### src/rtl/imem_loader_pkg.sv
// Shared sizing constants and FSM state type for the streaming
// instruction-memory loader and its byte packer.
package imem_loader_pkg;

  localparam int XLEN             = 32;
  localparam int IMEM_AWIDTH      = 10;
  localparam int CNT_WIDTH        = 16;
  localparam int LOADER_HDR_BYTES = CNT_WIDTH / 8;
  localparam int BYTE_LANES       = XLEN / 8;
  localparam int IMEM_WORDS       = (2 ** IMEM_AWIDTH) / 4;

  typedef enum logic [1:0] {
    IDLE = 2'd0,
    HDR  = 2'd1,
    LOAD = 2'd2,
    DONE = 2'd3
  } loader_state_t;

endpackage

### src/rtl/imem_loader_byte_packer.sv
// Packs an accepted byte stream little-endian into XLEN-bit words; the
// completed word and its valid pulse are presented in the cycle of the last byte.
module imem_loader_byte_packer
  import imem_loader_pkg::*;
(
  input  logic            i_clk,
  input  logic            i_rst,
  input  logic            i_clr,
  input  logic            i_en,
  input  logic [7:0]      i_byte,
  output logic            o_word_valid,
  output logic [XLEN-1:0] o_word
);

  localparam int                LANE_W    = $clog2(BYTE_LANES);
  localparam logic [LANE_W-1:0] LAST_LANE = LANE_W'(BYTE_LANES - 1);
  localparam logic [LANE_W-1:0] LANE_ONE  = LANE_W'(1);

  logic [LANE_W-1:0] r_lane;
  logic [XLEN-9:0]   r_acc;

  // Lane counter and lower-lane accumulator; the top lane is never stored.
  always_ff @(posedge i_clk) begin
    if (i_rst || i_clr) begin
      r_lane <= '0;
      r_acc  <= '0;
    end else if (i_en) begin
      r_lane <= r_lane + LANE_ONE;
      for (int k = 0; k < BYTE_LANES - 1; k++) begin
        if (r_lane == LANE_W'(k)) begin
          r_acc[8*k +: 8] <= i_byte;
        end
      end
    end
  end

  assign o_word_valid = i_en && (r_lane == LAST_LANE);
  assign o_word       = {i_byte, r_acc};

endmodule

### src/rtl/imem_loader.sv
// Streaming program loader: header word count, then little-endian payload
// words written sequentially into instruction memory while the core is held in reset.
module imem_loader
  import imem_loader_pkg::*;
(
  input  logic                   i_clk,
  input  logic                   i_rst,
  input  logic                   i_start,
  input  logic                   i_in_valid,
  input  logic [7:0]             i_in_data,
  output logic                   o_in_ready,
  output logic                   o_imem_wen,
  output logic [IMEM_AWIDTH-1:0] o_imem_waddr,
  output logic [XLEN-1:0]        o_imem_wdata,
  output logic                   o_core_rst_n,
  output logic                   o_busy,
  output logic                   o_done,
  output logic                   o_overflow
);

  localparam int                   HDR_IDX_W = $clog2(LOADER_HDR_BYTES + 1);
  localparam logic [HDR_IDX_W-1:0] HDR_LAST  = HDR_IDX_W'(LOADER_HDR_BYTES - 1);
  localparam logic [HDR_IDX_W-1:0] HDR_ONE   = HDR_IDX_W'(1);
  localparam logic [CNT_WIDTH-1:0] CNT_ONE   = CNT_WIDTH'(1);
  localparam logic [CNT_WIDTH-1:0] CAP_WORDS = CNT_WIDTH'(IMEM_WORDS);

  loader_state_t          r_state;
  loader_state_t          w_state_nxt;
  logic [HDR_IDX_W-1:0]   r_hdr_idx;
  logic [CNT_WIDTH-1:0]   r_word_cnt;
  logic [CNT_WIDTH-1:0]   w_cnt_full;
  logic [CNT_WIDTH-1:0]   r_word_idx;
  logic                   r_drain;
  logic                   r_in_ready;
  logic                   r_imem_wen;
  logic [IMEM_AWIDTH-1:0] r_imem_waddr;
  logic [XLEN-1:0]        r_imem_wdata;
  logic                   r_core_rst_n;
  logic                   r_busy;
  logic                   r_done;
  logic                   r_overflow;
  logic                   w_accept;
  logic                   w_start_ok;
  logic                   w_hdr_last;
  logic                   w_pk_en;
  logic                   w_word_valid;
  logic [XLEN-1:0]        w_word;
  logic                   w_in_cap;
  logic                   w_last_word;
  logic                   w_in_ready_nxt;
  logic                   w_busy_nxt;
  logic                   w_done_nxt;
  logic                   w_core_rst_n_nxt;

  assign w_accept    = i_in_valid && r_in_ready;
  assign w_start_ok  = i_start && ((r_state == IDLE) || (r_state == DONE));
  assign w_hdr_last  = (r_state == HDR) && w_accept && (r_hdr_idx == HDR_LAST);
  assign w_pk_en     = (r_state == LOAD) && w_accept;
  assign w_in_cap    = (r_word_idx < CAP_WORDS);
  assign w_last_word = w_word_valid && ((r_word_idx + CNT_ONE) == r_word_cnt);

  imem_loader_byte_packer u_packer (
    .i_clk        (i_clk),
    .i_rst        (i_rst),
    .i_clr        (w_start_ok),
    .i_en         (w_pk_en),
    .i_byte       (i_in_data),
    .o_word_valid (w_word_valid),
    .o_word       (w_word)
  );

  // Header count including the byte on the bus, so the zero-length check needs no extra cycle.
  always_comb begin
    w_cnt_full = r_word_cnt;
    for (int k = 0; k < LOADER_HDR_BYTES; k++) begin
      if (r_hdr_idx == HDR_IDX_W'(k)) begin
        w_cnt_full[8*k +: 8] = i_in_data;
      end else begin
        w_cnt_full[8*k +: 8] = r_word_cnt[8*k +: 8];
      end
    end
  end

  // FSM state register.
  always_ff @(posedge i_clk) begin
    if (i_rst) begin
      r_state <= IDLE;
    end else begin
      r_state <= w_state_nxt;
    end
  end

  // FSM next-state logic; LOAD lingers one write-slot cycle after the last word.
  always_comb begin
    w_state_nxt = r_state;
    case (r_state)
      IDLE: begin
        if (w_start_ok) w_state_nxt = HDR;
        else            w_state_nxt = IDLE;
      end
      HDR: begin
        if (w_hdr_last) begin
          if (w_cnt_full == '0) w_state_nxt = DONE;
          else                  w_state_nxt = LOAD;
        end else begin
          w_state_nxt = HDR;
        end
      end
      LOAD: begin
        if (r_drain) w_state_nxt = DONE;
        else         w_state_nxt = LOAD;
      end
      DONE: begin
        if (w_start_ok) w_state_nxt = HDR;
        else            w_state_nxt = DONE;
      end
      default: w_state_nxt = IDLE;
    endcase
  end

  // FSM output decode from the upcoming state so registered outputs line up with it.
  always_comb begin
    w_busy_nxt       = (w_state_nxt == HDR) || (w_state_nxt == LOAD);
    w_in_ready_nxt   = (w_state_nxt == HDR) || ((w_state_nxt == LOAD) && !w_last_word);
    w_done_nxt       = (w_state_nxt == DONE);
    w_core_rst_n_nxt = (w_state_nxt == DONE);
  end

  // Registered status outputs and the memory write port.
  always_ff @(posedge i_clk) begin
    if (i_rst) begin
      r_in_ready   <= 1'b0;
      r_busy       <= 1'b0;
      r_done       <= 1'b0;
      r_core_rst_n <= 1'b0;
      r_drain      <= 1'b0;
      r_imem_wen   <= 1'b0;
      r_imem_waddr <= '0;
      r_imem_wdata <= '0;
    end else begin
      r_in_ready   <= w_in_ready_nxt;
      r_busy       <= w_busy_nxt;
      r_done       <= w_done_nxt;
      r_core_rst_n <= w_core_rst_n_nxt;
      r_drain      <= w_last_word;
      r_imem_wen   <= w_word_valid && w_in_cap;
      if (w_word_valid && w_in_cap) begin
        r_imem_waddr <= {r_word_idx[IMEM_AWIDTH-3:0], 2'b00};
        r_imem_wdata <= w_word;
      end
    end
  end

  // Session counters: header assembly, word index and sticky capacity overflow.
  always_ff @(posedge i_clk) begin
    if (i_rst) begin
      r_hdr_idx  <= '0;
      r_word_cnt <= '0;
      r_word_idx <= '0;
      r_overflow <= 1'b0;
    end else if (w_start_ok) begin
      r_hdr_idx  <= '0;
      r_word_cnt <= '0;
      r_word_idx <= '0;
      r_overflow <= 1'b0;
    end else begin
      if ((r_state == HDR) && w_accept) begin
        r_word_cnt <= w_cnt_full;
        r_hdr_idx  <= r_hdr_idx + HDR_ONE;
      end
      if (w_word_valid) begin
        r_word_idx <= r_word_idx + CNT_ONE;
        if (!w_in_cap) r_overflow <= 1'b1;
      end
    end
  end

  assign o_in_ready   = r_in_ready;
  assign o_imem_wen   = r_imem_wen;
  assign o_imem_waddr = r_imem_waddr;
  assign o_imem_wdata = r_imem_wdata;
  assign o_core_rst_n = r_core_rst_n;
  assign o_busy       = r_busy;
  assign o_done       = r_done;
  assign o_overflow   = r_overflow;

endmodule

### config.mk
export PLATFORM = sky130hd
export DESIGN_NAME = imem_loader
export DESIGN_NICKNAME = d
export VERILOG_FILES = /design/src/rtl/imem_loader_pkg.sv /design/src/rtl/imem_loader_byte_packer.sv /design/src/rtl/imem_loader.sv
export SDC_FILE = /design/constraint.sdc
export NUM_CORES = 1
export LEC_CHECK = 0
export CAP_MARGIN = 10
export CORE_MARGIN = 2
export CORE_UTILIZATION = 50
export CTS_BUF_LIST = sky130_fd_sc_hd__clkbuf_4 sky130_fd_sc_hd__clkbuf_8
export DETAILED_ROUTE_END_ITERATION = 8
export HOLD_SLACK_MARGIN = 0.03
export PLACE_DENSITY_LB_ADDON = 0.05
export SYNTH_ARGS = -nofsm -noshare
export SYNTH_HDL_FRONTEND = slang
export SYNTH_HIERARCHICAL = 1
export SYNTH_SLANG_ARGS = --single-unit
### constraint.sdc
create_clock -name i_clk -period 2.9 [get_ports i_clk]
set_input_delay 0.29 -clock i_clk [delete_from_list [all_inputs] [get_ports i_clk]]
set_output_delay 0.29 -clock i_clk [all_outputs]
set_load 0.005 [all_outputs]
==> results.txt, run 1 <==
Clock transition at path regs - 0.10 ns
Required @ worst endpoint - 3.17 ns
clk root buf - clkbuf_8
GP Congestion - 0.862
worst setup path class - reg -> reg
Worst VDD drop - 275 uV
drt pass-1 iters - 5
CTS tree - built
total CTS buffers - 9
post-CTS sizing - 0
Fin Setup TNS - 0 ns
Wirelength per Cell - 15.2 um
post-synth top area cell - dfxtp_1
Nets - 666
Post-DP HPWL - 8.17 mm
count of cell types in the netlist - 50
Startpoint Class - register
RSZ-0062 raised after global routing - no
syn avg cell area - 8.43 um2
achievable frequency - 406 MHz
Hold Startpoint - u_packer/r_acc[18]
Chip Width - 106 um
Post-Syn Instances - 613
clock buffer depth - 2
post-synth top area share - 41.8%
power per cell area - 431 nW/um2
placed cell count - 765
sequential area share after synthesis - 41.8%
final hold vios - 0
number of port buffers - 57
Starting Density - 50.8%
async set-reset flop share out of synthesis - 0%
Syn. warnings - 6
critical path fanouts, max - 6
Synth Cell Area - 5170 um2
Layout Cells excl Fill - 780
final antenna-violating net count - 0
setup bufs post-CTS - 0
arrival time worst endpoint - 2.73 ns
Setup Skew - 0.0125 ns
H-tree level count - 3
Chip Height - 106 um
CP startpoint - r_hdr_idx[0]
drt drc - 0
Slew @ Worst Pin - 0.563 ns
Std-Cell Rows - 37
die area - 11200 um2
Max-cap violations - 0
final instance area - 5840 um2
final setup vio count - 0
Slew HR - 62.5%
vias in the first global route - 3889
fill cell count - 965
Clk Latency, worst-skew pair - 0.37 ns
P&R area growth vs syn - 13.0%
Core Region - 10200 um2
CTS sink count - 108
Total GRT Usage - 21.9%
first-pass GRT wire length - 19.5 mm
hold_buf cts - 0
minimum clock period - 2.47 ns
part of the cycle the worst path needs - 85.0%
Boundary Pins - 60
Tot Pwr - 2520 uW
largest net degree at the start of global routing - 51
RR Startpoint - r_hdr_idx[0]
Main synth FF type - dfxtp_1
FF+latch count, synth - 108
Vias/cell - 5.31
final hold slack - 0.450 ns
1st-iter DRT viols - 263
max-slew violation count - 0
class of the worst hold path - reg -> reg
fraction of layout cells with a size suffix above 1 - 11.6%
top post-synthesis cells by area - dfxtp_1 42%, nand2_1 9.0%, a21oi_1 6.8%
Setup crit end kind - register
via count - 4145
Leakage - 0.00193 uW
final wirelength - 11.9 mm
status - complete, no violations
DP Area - 5650 um2
Post-synth EDFFs - 0
initial antenna violation count - 0
total gr overflow - 0
ant diodes - 0
routing by layer:
layer	vias to the layer above	routed length [um]	GRT usage, %	share of wire [%]
met3	5	559	4.58	4.7
met1	1954	6040	32.0	51
met4	0	81	5.92	0.68
met2	96	5200	32.5	44
met5	-	0	0	0
li1	2090	-	-	-
cells in the mapped netlist, types with 14 or more instances:
cell type	number
nand2_1	124
dfxtp_1	108
a21oi_1	70
nor2_1	37
nand3_1	35
clkbuf_1	20
xnor2_1	20
a21bo_2	19
a21oi_2	18
buf_4	15
inv_1	15
ha_1	14
xor2_1	14
power by group:
group          switching, uW  total, uW  internal [uW]
combinational           78.1        123           44.9
clock                    504        901            397
sequential              4.67       1490           1490
cells by family (layout without fill, tap and decap cells):
family	count (synthesis)	count (layout)	share of synthesized area [%]
buffers and inverters	74	104	8.88
adders and majority gates	14	14	3.39
xor gates and xnor gates	35	35	6.07
muxes	2	2	0.387
DFF	108	108	41.8
other	1	2	0.0725
AOI/OAI and AO/OA	133	133	18.0
and+or+nand+nor	246	246	21.3
sequential cells by signal, indices dropped and copies added, names as in the netlist:
| signal | flops |
|---|---|
| o_in_ready | 1 |
| r_hdr_idx | 2 |
| r_word_cnt | 16 |
| o_imem_wdata | 32 |
| u_packer/r_lane | 2 |
| r_state | 2 |
| o_imem_waddr | 8 |
| o_done | 1 |
| o_imem_wen | 1 |
| o_busy | 1 |
| r_word_idx | 16 |
| u_packer/r_acc | 24 |
| r_drain | 1 |
| o_overflow | 1 |
placed cells by master, fill, tap and decap left out, drive strengths merged, types with 3 or more instances in the layout:
cell type / instances
a21bo: 24
nor4: 8
nand2: 124
buf: 17
clkbuf: 9
nand2b: 4
or3: 4
o21ai: 5
and2: 5
clkinv: 3
clkdlybuf4s50: 57
dfxtp: 108
inv: 16
nand4: 12
xor2: 14
xnor2: 21
nor3: 5
and3: 4
a21oi: 88
nor2: 37
ha: 14
nand3: 36
final cells by class:
type / instances / area (um2) / area share, %
Clock buffer: 9 / 124 / 2.12
Clock inverter: 6 / 65.1 / 1.11
Inverter: 15 / 56.3 / 0.964
Multi-Input combinational cell: 432 / 2550 / 43.7
Sequential cell: 108 / 2160 / 37.0
Tap cell: 136 / 170 / 2.91
Timing Repair Buffer: 74 / 711 / 12.2
worst max-delay path, cell delays in order (launching register included):
cell and delay [ns]:
dfxtp_1 0.35, inv_1 0.06, ha_1 0.26, nor4b_1 0.41
a22oi_1 0.16, nor4_1 0.32, o21ai_0 0.12, a22o_1 0.23
ha_1 0.20, inv_1 0.05, a41oi_1 0.04, o21ba_1 0.19
metrics by stage:
step	util, %	setup slack (ns)
floorplan	-	0.766
global placement	55.5	0.414
detailed placement	55.5	0.365
CTS	57.3	0.470
global route	57.3	0.293
finish	57.3	0.435
path summary, 6_finish.rpt:
path,endpoint,slack (ns),depth (start not counted)
setup / recovery,o_in_ready,0.43,11
hold reg to reg,o_imem_wdata[18],0.45,2
hold / removal,o_imem_wdata[18],0.45,2
setup reg to reg,o_in_ready,0.43,11
Power figures use the tool's default switching activity.
==> inputs of run 2 (changes only) <==
ABC_AREA = 1   (was not set)
==> run 2 against run 1 <==
- area after synthesis is 3.7% higher
- register-to-register slack better by 0.15 ns
- worst hold slack better by 0.039 ns
- core utilization is 1.6 points higher
- sequential power is essentially flat
- clock skew shrank 0.0022 ns
- via count is 17% higher
- design area increased by 4.7%
- sequential cell count did not move
- largest power group unchanged
==> results.txt, run 2 <==
status - complete, no violations
via count - 4838 (+17%)
Nets - 835 (+25%)
CTS sink count - 108 (unchanged)
WL met3 - 750 um (+34%)
RR Startpoint - r_hdr_idx[1]
post-route setup slack - 0.584 ns (+0.149 ns)
RSZ-0062 raised after global routing - no
Starting Density - 51.7% (+0.94 points)
Setup Skew - 0.0103 ns (-0.00218 ns)
Slew @ Worst Pin - 0.628 ns (+0.0652 ns)
minimum clock period - 2.32 ns (-0.149 ns)
drt pass-1 iters - 5 (unchanged)
Chip Width - 108 um (+1.8%)
Tot Pwr - 2600 uW (+3.3%)
Logic pwr share - 6.5% (+1.6 points)
vias in the first global route - 4332 (+11%)
die area - 11600 um2 (+3.6%)
max-slew violation count - 0 (unchanged)
fill cell count - 1036 (+7.4%)
clock buffer depth - 2 (unchanged)
async set-reset flop share out of synthesis - 0% (unchanged)
Main synth FF type - dfxtp_1
number of port buffers - 57 (unchanged)
Setup crit end kind - register
Flop pwr share - 57.6% (-1.7 points)
largest net degree at the start of global routing - 46 (-9.8%)
Total GRT Usage - 23.8% (+2.0 points)
Clock transition at path regs - 0.10 ns (about the same)
power per cell area - 425 nW/um2 (-1.3%)
most common cell after layout, fill and taps aside - nor2_1
crit-path cells - inv_1 > ha_1 > inv_1 > or2_0 > o21ai_0 > inv_1 > nor3_1 > nand3_1 > nand2_1 > nand2_1 > nand2_1 > o21ai_1 > ha_1 > nor2_1
Fin Setup TNS - 0 ns (unchanged)
post-synth top area share - 40.3% (-1.5 points)
Startpoint Class - register
highest routed layer - met4
final core occ - 59.0% (+1.6 points)
Std-Cell Rows - 37 (unchanged)
Chip Height - 108 um (+1.8%)
sw power - 646 uW (+10%)
CP peak stage delay - 0.44 ns (+0.03 ns)
ant diodes - 0 (unchanged)
r2r setup slk - 0.58 ns (+0.15 ns)
initial antenna violation count - 0 (unchanged)
power share of the clock group - 35.9% (about the same)
Core Region - 10400 um2 (+1.8%)
Hold Startpoint - o_imem_wdata[7]
worst hold path endpoint - o_imem_wdata[7]
class of the worst hold path - reg -> reg
P&R area growth vs syn - 14.0%
final antenna-violating net count - 0 (unchanged)
Sw Share - 24.8% (+1.5 points)
Slew HR - 58.0% (-4.4 points)
Pint - 1950 uW (+1.3%)
commonest non-fill, non-tap cells in the layout - 144 x nor2_1, 140 x nand2_1, 108 x dfxtp_1
final setup vio count - 0 (unchanged)
hold_buf cts - 0 (unchanged)
clk root buf - clkbuf_8
post-CTS sizing - 0 (unchanged)
total CTS buffers - 9 (unchanged)
H-tree level count - 3 (unchanged)
drt drc - 0 (unchanged)
GP Congestion - 0.917 (+6.4%)
Post-synth EDFFs - 0 (unchanged)
Worst VDD drop - 227 uV (-17%)
FF+latch count, synth - 108 (unchanged)
M1 WL - 6.62 mm (+9.7%)
arrival time worst endpoint - 2.63 ns (-0.10 ns)
Wirelength per Cell - 13.9 um (-8.5%)
1st-iter DRT viols - 368 (+40%)
worst setup path class - reg -> reg
Clk Latency, worst-skew pair - 0.37 ns (about the same)
syn avg cell area - 6.95 um2 (-18%)
Post-DP HPWL - 9.73 mm (+19%)
first-pass GRT wire length - 21.6 mm (+11%)
FF-to-FF path depth - 14 (+3)
Largest register FFs - 32 (unchanged)
CTS tree - built
final wirelength - 13.2 mm (+11%)
reg2reg end - o_busy
post-synth top area cell - dfxtp_1
Syn. warnings - 6 (unchanged)
FF/Latch Area - 2160 um2 (unchanged)
Max-cap violations - 0 (unchanged)
critical path fanouts, max - 15 (+9)
Synth Cell Area - 5360 um2 (+3.7%)
part of the cycle the worst path needs - 79.9% (-5.1 points)
count of cell types in the netlist - 38 (-24%)
achievable frequency - 432 MHz (+6.4%)
final hold vios - 0 (unchanged)
fraction of layout cells with a size suffix above 1 - 6.40% (-5.2 points)
Required @ worst endpoint - 3.21 ns (+0.04 ns)
hold path cells - 2 (unchanged)
CP max stage cell - ha_1
Leakage - 0.00267 uW (+38%)
sequential area share after synthesis - 40.3% (-1.5 points)
total gr overflow - 0 (unchanged)
routed wl met2 - 5.70 mm (+9.7%)
Commonest cells post-synth - 144 x nor2_1, 140 x nand2_1, 108 x dfxtp_1
CP bufs+invs - 3 (+1)
Boundary Pins - 60 (unchanged)
setup bufs post-CTS - 0 (unchanged)
Place WS - 0.530 ns (+0.166 ns)
Post-Syn Instances - 771 (+26%)
Vias/cell - 5.10 (-4.1%)
top-count cell post-synth - nor2_1
top post-synthesis cells by area - dfxtp_1 40%, nor2_1 10%, nand2_1 9.8%
multi-input logic area - 2520 um2 (-1.2%)
CP delay by family, top - adder cells
==> run 2: cell count changes in the layout (fill, tap and decap cells not counted), sizes merged, moves of 8 or more <==
cell	previous run	this run
a21bo	24	0
a21oi	88	37
buf	17	9
inv	16	108
nand2	124	151
nor2	37	152
o21ai	5	85
xnor2	21	0
xor2	14	4
==> run 2: metal layers <==
| metal | vias to the layer above | global-route usage, % |
|---|---|---|
| met5 | - | 0 |
| met3 | 12 | 2.97 |
| met1 | 2219 | 34.5 |
| met2 | 138 | 37.0 |
| li1 | 2469 | - |
| met4 | 0 | 7.14 |
==> run 2: layout make-up <==
type	count	share of cell area, %
sequential	108	35.4
clock inverter	6	1.21
multi-input combinational	515	41.3
tap	136	2.78
timing repair buffer	66	10.6
clock buffer	9	2.03
inverter	109	6.71
==> run 2: per-stage QoR <==
stage	hold slack [ns]	std cells	cell area, um2
after floorplan	0.425	772	5370
after global placement	0.448	934	5920
after detailed placement	0.471	934	5920
after CTS	0.494	949	6110
after global routing	0.513	949	6110
final	0.490	949	6110
==> run 2: how the worst max path moves through the flow <==
stage | cells past startpoint | from | slack, ns | endpoint
2_1_floorplan | 18 | r_state[0] | 0.83 | r_drain
3_3_place_gp | 12 | i_in_data[0] | 0.51 | o_busy
3_5_place_dp | 12 | i_in_data[5] | 0.53 | o_busy
4_1_cts | 14 | r_hdr_idx[1] | 0.54 | o_busy
5_1_grt | 16 | r_hdr_idx[1] | 0.22 | o_in_ready
6_report | 14 | r_hdr_idx[1] | 0.58 | o_busy
==> run 2: kinds of logic after synthesis <==
logic type / share of synthesized area [%]
AOI/OAI and AO/OA: 12.8
xor gates and xnor gates: 1.52
adders and majority gates: 3.27
buffers and inverters: 12.7
DFF: 40.3
other: 0.0699
and+or+nand+nor: 29.3
==> run 2: worst reg2reg max path: stages, from the launching register on <==
cell and delay, ns:
dfxtp_1 0.31, inv_1 0.08, ha_1 0.44, inv_1 0.13, or2_0 0.21, o21ai_0 0.07
inv_1 0.09, nor3_1 0.14, nand3_1 0.11, nand2_1 0.08, nand2_1 0.04, nand2_1 0.05
o21ai_1 0.10, ha_1 0.32, nor2_1 0.10
==> run 2: power by group through the flow <==
stage                     Combinational, uW  Sequential, uW  Clock [uW]
final                                   169            1500         934
after global routing                    189            1500        1020
after detailed placement                168            1530           0
after floorplan                         111            1530           0
after global placement                  166            1530           0
after CTS                               169            1500         955
